File: src/rtl/kairo_lsu.sv
// kairo_lsu: load/store unit between the execute stage and a word-wide
// request/response memory bus. It accepts one access at a time, raises a bus
// request for aligned accesses, extracts and extends load data, and reports
// completion with DONE (plus MISALIGN for rejected misaligned accesses).
//
// Ports:
//   clk, rst_n                  clock, asynchronous active-low reset
//   i_start, i_inst_*           access request and one-hot opcode flags
//   i_addr, i_wdata             effective address and store data
//   o_busy                      unit is not idle
//   o_mem_req/we/addr/wstrb/wdata  bus request (word address, lane strobes)
//   i_mem_ready                 bus accepts the request
//   i_mem_rvalid, i_mem_rdata   read response
//   o_wb_valid, o_wb_data       load writeback pulse and data
//   o_done, o_misalign          completion pulse and misaligned flag
`timescale 1ns/1ps
module kairo_lsu (
  input  logic        clk,
  input  logic        rst_n,
  input  logic        i_start,
  input  logic        i_inst_lb,
  input  logic        i_inst_lh,
  input  logic        i_inst_lw,
  input  logic        i_inst_lbu,
  input  logic        i_inst_lhu,
  input  logic        i_inst_sb,
  input  logic        i_inst_sh,
  input  logic        i_inst_sw,
  input  logic [31:0] i_addr,
  input  logic [31:0] i_wdata,
  output logic        o_busy,
  output logic        o_mem_req,
  output logic        o_mem_we,
  output logic [31:0] o_mem_addr,
  output logic [3:0]  o_mem_wstrb,
  output logic [31:0] o_mem_wdata,
  input  logic        i_mem_ready,
  input  logic        i_mem_rvalid,
  input  logic [31:0] i_mem_rdata,
  output logic        o_wb_valid,
  output logic [31:0] o_wb_data,
  output logic        o_done,
  output logic        o_misalign
);

  typedef enum logic [1:0] {IDLE, REQ, RESP, FIN} state_t;

  state_t      r_state;
  state_t      w_state_nxt;

  // Latched load kind {lhu, lbu, lw, lh, lb} and byte lane of the address
  logic [4:0]  r_ld;
  logic [1:0]  r_lane;

  logic [7:0]  w_ops;
  logic        w_onehot;
  logic        w_accept;
  logic        w_misal;
  logic        w_store;
  logic [3:0]  w_strb;
  logic [31:0] w_wdata_fmt;
  logic [7:0]  w_byte;
  logic [15:0] w_half;
  logic [31:0] w_ld_data;

  logic        w_busy_nxt;
  logic        w_mem_req_nxt;
  logic        w_mem_we_nxt;
  logic [31:0] w_mem_addr_nxt;
  logic [3:0]  w_mem_wstrb_nxt;
  logic [31:0] w_mem_wdata_nxt;
  logic        w_wb_valid_nxt;
  logic [31:0] w_wb_data_nxt;
  logic        w_done_nxt;
  logic        w_misalign_nxt;

  // Request decode: exactly one opcode flag, accepted only while idle
  assign w_ops    = {i_inst_sw, i_inst_sh, i_inst_sb, i_inst_lhu,
                     i_inst_lbu, i_inst_lw, i_inst_lh, i_inst_lb};
  assign w_onehot = (w_ops != 8'd0) && ((w_ops & (w_ops - 8'd1)) == 8'd0);
  assign w_accept = (r_state == IDLE) && i_start && w_onehot;
  assign w_store  = i_inst_sb | i_inst_sh | i_inst_sw;
  assign w_misal  = ((i_inst_lh | i_inst_lhu | i_inst_sh) && i_addr[0]) ||
                    ((i_inst_lw | i_inst_sw) && (i_addr[1:0] != 2'b00));

  // Store lane strobes and lane-replicated data
  always_comb begin
    w_strb      = 4'b0000;
    w_wdata_fmt = i_wdata;
    if (i_inst_sb) begin
      w_strb      = 4'b0001 << i_addr[1:0];
      w_wdata_fmt = {4{i_wdata[7:0]}};
    end else if (i_inst_sh) begin
      w_strb      = i_addr[1] ? 4'b1100 : 4'b0011;
      w_wdata_fmt = {2{i_wdata[15:0]}};
    end else if (i_inst_sw) begin
      w_strb      = 4'b1111;
    end
  end

  // Load data extraction and extension
  assign w_byte = i_mem_rdata[{r_lane, 3'b000} +: 8];
  assign w_half = i_mem_rdata[{r_lane[1], 4'b0000} +: 16];

  always_comb begin
    w_ld_data = i_mem_rdata;
    if (r_ld[0])      w_ld_data = {{24{w_byte[7]}}, w_byte};
    else if (r_ld[1]) w_ld_data = {{16{w_half[15]}}, w_half};
    else if (r_ld[3]) w_ld_data = {24'd0, w_byte};
    else if (r_ld[4]) w_ld_data = {16'd0, w_half};
  end

  // State register
  always_ff @(posedge clk or negedge rst_n) begin
    if (!rst_n) r_state <= IDLE;
    else        r_state <= w_state_nxt;
  end

  // Next-state logic
  always_comb begin
    w_state_nxt = r_state;
    case (r_state)
      IDLE: if (w_accept) w_state_nxt = w_misal ? FIN : REQ;
      REQ:  if (i_mem_ready) w_state_nxt = (r_ld != 5'd0) ? RESP : FIN;
      RESP: if (i_mem_rvalid) w_state_nxt = FIN;
      FIN:  w_state_nxt = IDLE;
      default: w_state_nxt = IDLE;
    endcase
  end

  // Output next-values; bus fields are frozen from acceptance through REQ
  always_comb begin
    w_busy_nxt      = (w_state_nxt != IDLE);
    w_mem_req_nxt   = (w_state_nxt == REQ);
    w_mem_we_nxt    = 1'b0;
    w_mem_wstrb_nxt = 4'b0000;
    w_mem_addr_nxt  = o_mem_addr;
    w_mem_wdata_nxt = o_mem_wdata;
    w_wb_valid_nxt  = (r_state == RESP) && i_mem_rvalid;
    w_wb_data_nxt   = o_wb_data;
    w_done_nxt      = (w_state_nxt == FIN);
    w_misalign_nxt  = w_accept && w_misal;
    if (w_accept) begin
      w_mem_addr_nxt  = {i_addr[31:2], 2'b00};
      w_mem_wdata_nxt = w_wdata_fmt;
    end
    if (w_state_nxt == REQ) begin
      w_mem_we_nxt    = w_accept ? w_store : o_mem_we;
      w_mem_wstrb_nxt = w_accept ? w_strb  : o_mem_wstrb;
    end
    if (w_wb_valid_nxt) w_wb_data_nxt = w_ld_data;
  end

  // Access context captured on acceptance
  always_ff @(posedge clk or negedge rst_n) begin
    if (!rst_n) begin
      r_ld   <= 5'd0;
      r_lane <= 2'd0;
    end else if (w_accept) begin
      r_ld   <= {i_inst_lhu, i_inst_lbu, i_inst_lw, i_inst_lh, i_inst_lb};
      r_lane <= i_addr[1:0];
    end
  end

  // Output registers
  always_ff @(posedge clk or negedge rst_n) begin
    if (!rst_n) begin
      o_busy      <= 1'b0;
      o_mem_req   <= 1'b0;
      o_mem_we    <= 1'b0;
      o_mem_addr  <= 32'd0;
      o_mem_wstrb <= 4'd0;
      o_mem_wdata <= 32'd0;
      o_wb_valid  <= 1'b0;
      o_wb_data   <= 32'd0;
      o_done      <= 1'b0;
      o_misalign  <= 1'b0;
    end else begin
      o_busy      <= w_busy_nxt;
      o_mem_req   <= w_mem_req_nxt;
      o_mem_we    <= w_mem_we_nxt;
      o_mem_addr  <= w_mem_addr_nxt;
      o_mem_wstrb <= w_mem_wstrb_nxt;
      o_mem_wdata <= w_mem_wdata_nxt;
      o_wb_valid  <= w_wb_valid_nxt;
      o_wb_data   <= w_wb_data_nxt;
      o_done      <= w_done_nxt;
      o_misalign  <= w_misalign_nxt;
    end
  end

endmodule

File: config.mk
export PLATFORM = sky130hd
export DESIGN_NAME = kairo_lsu
export DESIGN_NICKNAME = d
export VERILOG_FILES = /design/src/rtl/kairo_lsu.sv
export SDC_FILE = /design/constraint.sdc
export NUM_CORES = 1
export LEC_CHECK = 0
export CAP_MARGIN = 20
export CORE_ASPECT_RATIO = 1.75
export CORE_MARGIN = 1.5
export CORE_UTILIZATION = 30
export CTS_BUF_LIST = sky130_fd_sc_hd__clkbuf_2
export DETAILED_ROUTE_END_ITERATION = 10
export SLEW_MARGIN = 20
export SYNTH_ARGS = -nofsm -noshare
export SYNTH_HDL_FRONTEND = slang
export SYNTH_SLANG_ARGS = --single-unit
File: constraint.sdc
create_clock -name clk -period 2.65 [get_ports clk]
set_input_delay 0.53 -clock clk [delete_from_list [all_inputs] [get_ports clk]]
set_output_delay 0.53 -clock clk [all_outputs]
set_load 0.02 [all_outputs]
==> metrics.sh, run 1 <==
PIN_COUNT=215
FLOORPLAN.ROWS=65
DETAILED_PLACEMENT_WIRELENGTH_ESTIMATE_MM=12.88
CTS.HTREE.LEVELS=4
GRT_START_MAX_NET_PINS=42
CP.BUFFERS_INVERTERS=1
YOSYS_MOST_USED_DFF='dfrtp_1'
FINALCRITPERIODSHARE_PCT=84.04
FMAX_MHz=449.0
UTILIZATION_PCT=45.91
WORST_R2R_ENDPOINT='o_wb_data[31]'
TRITONCTS_NUM_SINKS=113
CTS_POST_SETUP_BUFFERS_INSERTED=0
TIMING_HOLD_VIOLATIONS_FINAL=0
POST_ROUTE_DRC=0
TIMING.FINAL.SETUP_VIOLATIONS=0
POST_DP_AREA_SQ_UM=7964
SYNTH_AREA_SQ_UM=5434
CRIT_PATH_START_KIND='flop'
SYNTHESIS.INSTANCES=460
DRIVE_GT1_SHARE_PCT=20.65
KIND_OF_CELL_ADDING_THE_MOST_DELAY_TO_THE_CRITICAL_PATH='buffers and inverters'
YS_SEQ_ELEMENTS=113
POSTSYNTH.ASYNCRESETSHARE_PCT=100.0
AVG_INST_SIZE_SYNTH_SQ_UM=11.81
CORE_AREA_SQ_UM=17890
TIMING.CRITICAL_PATH.REQUIRED_PS=2120
TIMING.HOLD.WORST.CLASS='primary input to asynchronous set/reset pin'
YOSYSWARNINGS=0
WORST-R2R-SETUP-SLACK_PS=840
POWER_DENSITY_nW_PER_UM2=853.5
TIMING.CRITICAL_PATH.SLOWEST_STAGE_CELL='clkdlybuf4s50_1'
FINALWIRELENGTH_MM=16.67
FINALCRITICALPERIOD_PS=2227
DIE_WIDTH_UM=104.7
TRITONCTS.NUM_BUFFERS=17
FINALSETUPTNS_PS=0
DRT.ANTENNA.VIOLATING_NETS=0
TIGHTESTPINTRANSITION_PS=653.2
DETAIL_ROUTE.WL_PER_CELL_UM=17.70
CRITICAL_PATH.REG2REG.STARTPOINT='r_lane[1]'
GP_CONGESTION=0.8259
FIRST_GLOBAL_VIAS=4756
DETAIL_ROUTE.VIAS_PER_CELL=4.774
INITIALDRTVIOLATIONCOUNT=110
WORST_SLEW_MARGIN_REL_PCT=56.46
SYNTH_SEQ_AREA_SHARE_PCT=52.04
WORSTPATHCELLLIST='clkdlybuf4s50_1'
GRT_ANTENNA_BEFORE_REPAIR=1
AREA.GROWTH.SYNTH_TO_FINAL_PCT=51.16
REPORT.POWER.TOTAL_mW=7.011
GRT_SETUP_UNREPAIRED='false'
DESIGN.DIE.AREA_SQ_UM=18960
OUTCOME='finished clean'
POWER.STATIC_LEAKAGE_nW=3.669
TIMING.REG2REG.WORST_PATH_DEPTH=4
FINISH.NET_COUNT=804
FINAL_AREA_SQ_UM=8214
CP_MAX_FO=2
NUMBER_OF_OPTIMIZATION_ITERATIONS_IN_THE_FIRST_DETAILED_ROUTE_PASS=4
WORSTSKEWPAIRLATENCY_PS=640
PLACEMENT.IO_BUFFERS=212
MAXIMUM_VDD_DROP_mV=0.4028
CLOCK_PATH_BUFFERS=2
SETUP.WORST_PATH.CLASS='flop to output pin'
WORSTSETUPENDPOINTTYPE='output pin'
CLKTRANSATPATHREGS_PS=200
ARRIVAL_PS=1700
FILLCELLCOUNT=1708
CPPEAKSTAGEDELAY_PS=620
FINAL.SETUP_SKEW_PS=46.43
UNIQUE_MASTERS_POST_SYNTH=46
SLEW_VIOL_FINAL=0
TRITONCTS='done'
TIMING.MAX_CAP.VIOLATIONS=0
GRT_FIRST_PASS_WIRELENGTH_MM=26.10
GRT_REMAINING_OVERFLOW=0
START_UTIL_PCT=30.37
CLK_ROOT_BUFFER_CELL='clkbuf_2'
GRT_USAGE_PCT=17.89
EDFF_COUNT_SYNTH=0
DIE_HEIGHT_UM=181.0
DETAILROUTE.VIA_COUNT=4497
## through the flow
step	hold WS (ps)	setup slack, ps	instances
after global placement	464.7	-10.73	909
after global routing	345.7	296.6	942
after detailed placement	475.8	-46.85	909
final	405.5	423.0	942
after CTS	339.5	337.4	941
after floorplan	234.4	409.9	461
## state kept, by name (all words and copies together) (netlist names)
signal       cells
o_mem_wdata     32
o_wb_data       32
o_mem_addr      30
r_ld             5
o_mem_wstrb      4
r_lane           2
r_state          2
o_busy           1
o_done           1
o_mem_req        1
o_mem_we         1
o_misalign       1
o_wb_valid       1
## repair_timing
| item | in CTS | in global routing |
|---|---|---|
| resized for setup | 0 | 0 |
| hold buffers | 1 | 0 |
| endpoints found under the hold margin | 37 | 0 |
## cell usage after synthesis, types with 2 or more instances
cell type / count / area share [%]
a211oi_1: 2 / 0.28
buf_8: 2 / 0.55
o21a_1: 7 / 0.97
mux2_4: 20 / 5.5
inv_1: 12 / 0.83
o211ai_1: 2 / 0.28
and3_1: 2 / 0.23
buf_12: 2 / 0.74
mux2_1: 9 / 1.9
nand2_1: 44 / 3.0
a21o_1: 3 / 0.41
mux2_2: 48 / 9.9
mux2i_1: 23 / 4.2
o221ai_1: 2 / 0.32
dfrtp_1: 113 / 52
buf_4: 4 / 0.55
buf_2: 7 / 0.64
o21ai_0: 41 / 3.8
nand2b_1: 5 / 0.58
clkbuf_1: 11 / 0.76
a31oi_1: 2 / 0.23
buf_1: 2 / 0.14
nor4b_1: 3 / 0.48
nor3_1: 2 / 0.18
mux4_2: 8 / 3.3
a21oi_1: 26 / 2.4
nor2_1: 39 / 2.7
## power breakdown
group / total, mW / switching (mW) / internal [mW]
combinational: 3.21 / 1.57 / 1.64
clock: 1.18 / 0.663 / 0.515
sequential: 2.63 / 0.359 / 2.27
## cells in the final DEF (no fill, tap or decap), types with 3 or more instances in the layout
master and count:
a21o_1 3, a21oi_1 26, buf_12 5, buf_4 27, bufinv_16 3, clkbuf_2 19
clkdlybuf4s50_1 211, clkinv_2 3, clkinvlp_4 4, dfrtp_1 113, inv_1 12, mux2_1 9
mux2_2 48, mux2_4 20, mux2i_1 23, mux4_2 8, nand2_1 44, nand2b_1 5
nor2_1 39, nor4b_1 3, o21a_1 7, o21ai_0 41
## routing by layer
| layer | part of all wire [%] | track usage [%] | routed length (um) | vias to the layer above |
|---|---|---|---|---|
| li1 | - | - | - | 2097 |
| met3 | 4.6 | 4.040 | 762 | 28 |
| met5 | 0 | 0 | 0 | - |
| met2 | 55 | 33.54 | 9233 | 154 |
| met4 | 3.1 | 7.945 | 516 | 0 |
| met1 | 37 | 18.68 | 6160 | 2218 |
## how the worst max path moves through the flow
stage | start | to | slack (ps) | cells after the start
after floorplan | i_inst_sb | o_mem_addr[22] | 410 | 7
after global placement | i_inst_sb | o_mem_addr[31] | -10 | 8
after detailed placement | i_inst_lhu | o_mem_addr[22] | -50 | 6
after CTS | o_wb_data[29] | o_wb_data[29] | 340 | 1
after global routing | o_mem_wdata[26] | o_mem_wdata[26] | 300 | 1
final | o_wb_data[29] | o_wb_data[29] | 420 | 1
## cell families (layout without fill, tap and decap cells)
kind of cell           Yosys count  count (layout)  share of synthesized area (%)
multiplexers                   108             108                          24.89
AND/OR/NAND/NOR                104             104                          8.520
buffers and inverters           41             287                          4.421
AO/OA/AOI/OAI                   93              93                          10.06
flip-flops                     113             113                          52.04
other                            1               3                        0.06901
## layout make-up
cell class | count | area [sq um] | share of cell area, %
clock buffers | 19 | 95.09 | 1.158
inverters | 12 | 45.04 | 0.5484
flip-flops and latches | 113 | 2828 | 34.42
clock inverters | 12 | 142.6 | 1.736
multi-input cells | 307 | 2384 | 29.02
repair buffers | 244 | 2425 | 29.52
diodes | 1 | 2.502 | 0.03046
well taps | 234 | 292.8 | 3.564
(Power assumes the default switching activity.)
==> inputs of run 2 (changes only) <==
clock period = 2.15 ns   (was 2.65 ns; I/O delays follow)
==> metrics.sh, run 2 (same netlist as run 1, synthesis figures left out) <==
HIGHEST_LAYER='met4'  # unchanged
GRT_USAGE_PCT=18.07  # was 17.89%
PLACE.DETAILED.INSTANCES=921  # was 909
UTILIZATION_PCT=46.66  # was 45.91%
WORST_SLEW_MARGIN_REL_PCT=31.18  # was 56.46%
FINALCRITPERIODSHARE_PCT=93.61
TIMING.CRITICAL_PATH.REQUIRED_PS=2710  # was 2120 ps
TIMING.FINAL.WS_SETUP_PS=137.3  # was 423.0 ps
DETAILED_PLACEMENT_WIRELENGTH_ESTIMATE_MM=13.09  # was 12.88 mm
AREA.GROWTH.SYNTH_TO_FINAL_PCT=53.65  # was 51.16%
DRIVE_GT1_SHARE_PCT=22.36  # was 20.65%
GP_CONGESTION=0.8194  # was 0.8259
POST_ROUTE_DRC=0  # unchanged
TIMING.HOLD.WORST.CLASS='primary input to asynchronous set/reset pin'  # unchanged
FILLCELLCOUNT=1735  # was 1708
CORE_AREA_SQ_UM=17890  # unchanged
GRT_ANTENNA_BEFORE_REPAIR=2  # was 1
POWER.STATIC_LEAKAGE_nW=4.680  # was 3.669 nW
FINALWIRELENGTH_MM=16.90  # was 16.67 mm
SETUP.WORST_PATH.CLASS='flop to flop'  # was flop to output pin
LAYOUT.CELLS.MOST_COMMON_LIST='113 x dfrtp_1, 109 x clkdlybuf4s50_1, 60 x dlymetal6s2s_1, 48 x mux2_2, 44 x nand2_1'  # was 211 x clkdlybuf4s50_1, 113 x dfrtp_1, 48 x mux2_2, 44 x nand2_1, 41 x o21ai_0
DETAILROUTE.VIA_COUNT=4518  # was 4497
DR_WL_MET2_MM=9.205  # was 9.233 mm
KIND_OF_CELL_ADDING_THE_MOST_DELAY_TO_THE_CRITICAL_PATH='compound AO/OA/AOI/OAI gates'  # was buffers and inverters
WORSTSETUPENDPOINTTYPE='flop'  # was output pin
INITIALDRTVIOLATIONCOUNT=83  # was 110
GRT_START_MAX_NET_PINS=43  # was 42
TIGHTESTPINTRANSITION_PS=1032  # was 653.2 ps
TRITONCTS.NUM_BUFFERS=17  # unchanged
TRITONCTS='done'  # unchanged
CP.BUFFERS_INVERTERS=0  # was 1
TIMING.FINAL.SETUP_VIOLATIONS=0  # unchanged
CLKTRANSATPATHREGS_PS=190  # was 200 ps
CRIT_PATH_START='r_ld[4]'  # was o_wb_data[29]
DESIGN.DIE.AREA_SQ_UM=18960  # unchanged
REG_TOP3='o_mem_wdata (32), o_wb_data (32), o_mem_addr (30)'  # unchanged
TIMING.CRITICAL_PATH.SLOWEST_STAGE_CELL='o21ai_2'  # was clkdlybuf4s50_1
POWER_DENSITY_nW_PER_UM2=969.8  # was 853.5 nW/um^2
DIE_HEIGHT_UM=181.0  # unchanged
GRT_REMAINING_OVERFLOW=0  # unchanged
DETAIL_ROUTE.WL_PER_CELL_UM=17.67  # was 17.70 um
DETAIL_ROUTE.VIAS_PER_CELL=4.726  # was 4.774
SLEW_VIOL_FINAL=0  # unchanged
CLK_ROOT_BUFFER_CELL='clkbuf_2'  # unchanged
REPORT.POWER.TOTAL_mW=8.097  # was 7.011 mW
TRITONCTS_NUM_SINKS=113  # unchanged
DRT-MET1-WL_MM=6.312  # was 6.160 mm
FINAL_COMMON_CELL='dfrtp_1'  # was clkdlybuf4s50_1
FMAX_MHz=496.9
FINAL.SETUP_SKEW_PS=54.47  # was 46.43 ps
OUTCOME='finished clean'  # unchanged
WORSTPATHCELLLIST='o21ai_2 -> mux2i_1 -> o21ai_0 -> o21a_1'  # was clkdlybuf4s50_1
POST-PLACE-WS_PS=-473.5  # was -46.85 ps
CTS.HTREE.LEVELS=4  # unchanged
ARRIVAL_PS=2570  # was 1700 ps
CLOCK_PATH_BUFFERS=2  # unchanged
WL_MET3_UM=796  # was 762 um
GRT_FIRST_PASS_WIRELENGTH_MM=26.45  # was 26.10 mm
HOLD-WORST-SLACK_PS=209.1  # was 405.5 ps
AREA.SEQUENTIAL_SQ_UM=2828  # unchanged
CP_MAX_FO=16  # was 2
FIRST_GLOBAL_VIAS=4866  # was 4756
PLACEMENT.IO_BUFFERS=212  # unchanged
FINAL-INSTANCE-COUNT-EXCL-FILL=956  # was 942
DIE_WIDTH_UM=104.7  # unchanged
FLOORPLAN.ROWS=65  # unchanged
FINISH.NET_COUNT=816  # was 804
GRT_SETUP_UNREPAIRED='false'  # unchanged
CPPEAKSTAGEDELAY_PS=820  # was 620 ps
NUMBER_OF_OPTIMIZATION_ITERATIONS_IN_THE_FIRST_DETAILED_ROUTE_PASS=4  # unchanged
CRIT_PATH_START_KIND='flop'  # unchanged
DRT.ANTENNA.VIOLATING_NETS=0  # unchanged
TIMING.MAX_CAP.VIOLATIONS=0  # unchanged
CRITICAL_PATH.REG2REG.STARTPOINT='r_ld[4]'  # was r_lane[1]
WORSTSKEWPAIRLATENCY_PS=640  # about the same
PIN_COUNT=215  # unchanged
START_UTIL_PCT=30.37  # unchanged
TIMING_HOLD_VIOLATIONS_FINAL=0  # unchanged
FINALCRITICALPERIOD_PS=2013
MAXIMUM_VDD_DROP_mV=0.3532  # was 0.4028 mV
MULTIINPUTGATEAREA_SQ_UM=2384  # unchanged
==> run 2: changes by cell type in the layout (fill, tap and decap cells not counted), sizes merged, moves of 3 or more <==
cell,before,now
dlygate4sd2,0,42
clkdlybuf4s50,211,109
clkinv,5,8
dlymetal6s2s,0,60
buf,32,44
bufinv,3,0
==> run 2: path summary, 6_finish.rpt <==
kind                             endpoint  cells after the start  slack [ps]
max reg2reg                  o_wb_data[9]                      4         140
max in group asynchronous       r_lane[0]                      3        1210
max                          o_wb_data[9]                      4         140
min in group clk           o_mem_addr[22]                      2         380
min                        o_mem_addr[20]                      2         210
min reg2reg                o_mem_wstrb[1]                      2         500
==> run 2: area by class of cell <==
type | count | area share, %
clock inverters | 12 | 0.8392
multi-input cells | 307 | 28.55
flip-flops and latches | 113 | 33.87
clock buffers | 20 | 1.199
diodes | 2 | 0.05994
inverters | 12 | 0.5395
well taps | 234 | 3.507
repair buffers | 256 | 31.44
==> run 2: metrics by stage <==
step / instance area (sq um) / setup TNS (ps)
floorplan: 5438 / 0
global placement: 8066 / -26950
detailed placement: 8066 / -31130
CTS: 8194 / 0
global route: 8349 / 0
finish: 8349 / 0
==> run 2: power by group <==
| group | leakage, nW | internal (mW) | switching [mW] |
|---|---|---|---|
| clock | 0.115 | 0.294 | 0.830 |
| combinational | 3.11 | 1.82 | 1.97 |
| sequential | 1.45 | 2.79 | 0.391 |
| total | 4.68 | 4.91 | 3.19 |
==> run 2: repair_timing <==
item | in CTS | in global routing
hold endpoints to repair | 78 | 0
endpoints found under the setup margin | 42 | 60
resized for setup | 42 | 60
buffers inserted | 0 | 0
hold buffers | 1 | 0
==> run 2: routing by layer <==
layer / vias up / global-route usage (%)
met4: 0 / 8.877
met5: - / 0
met3: 30 / 4.329
met2: 159 / 32.47
met1: 2209 / 19.61
li1: 2120 / -
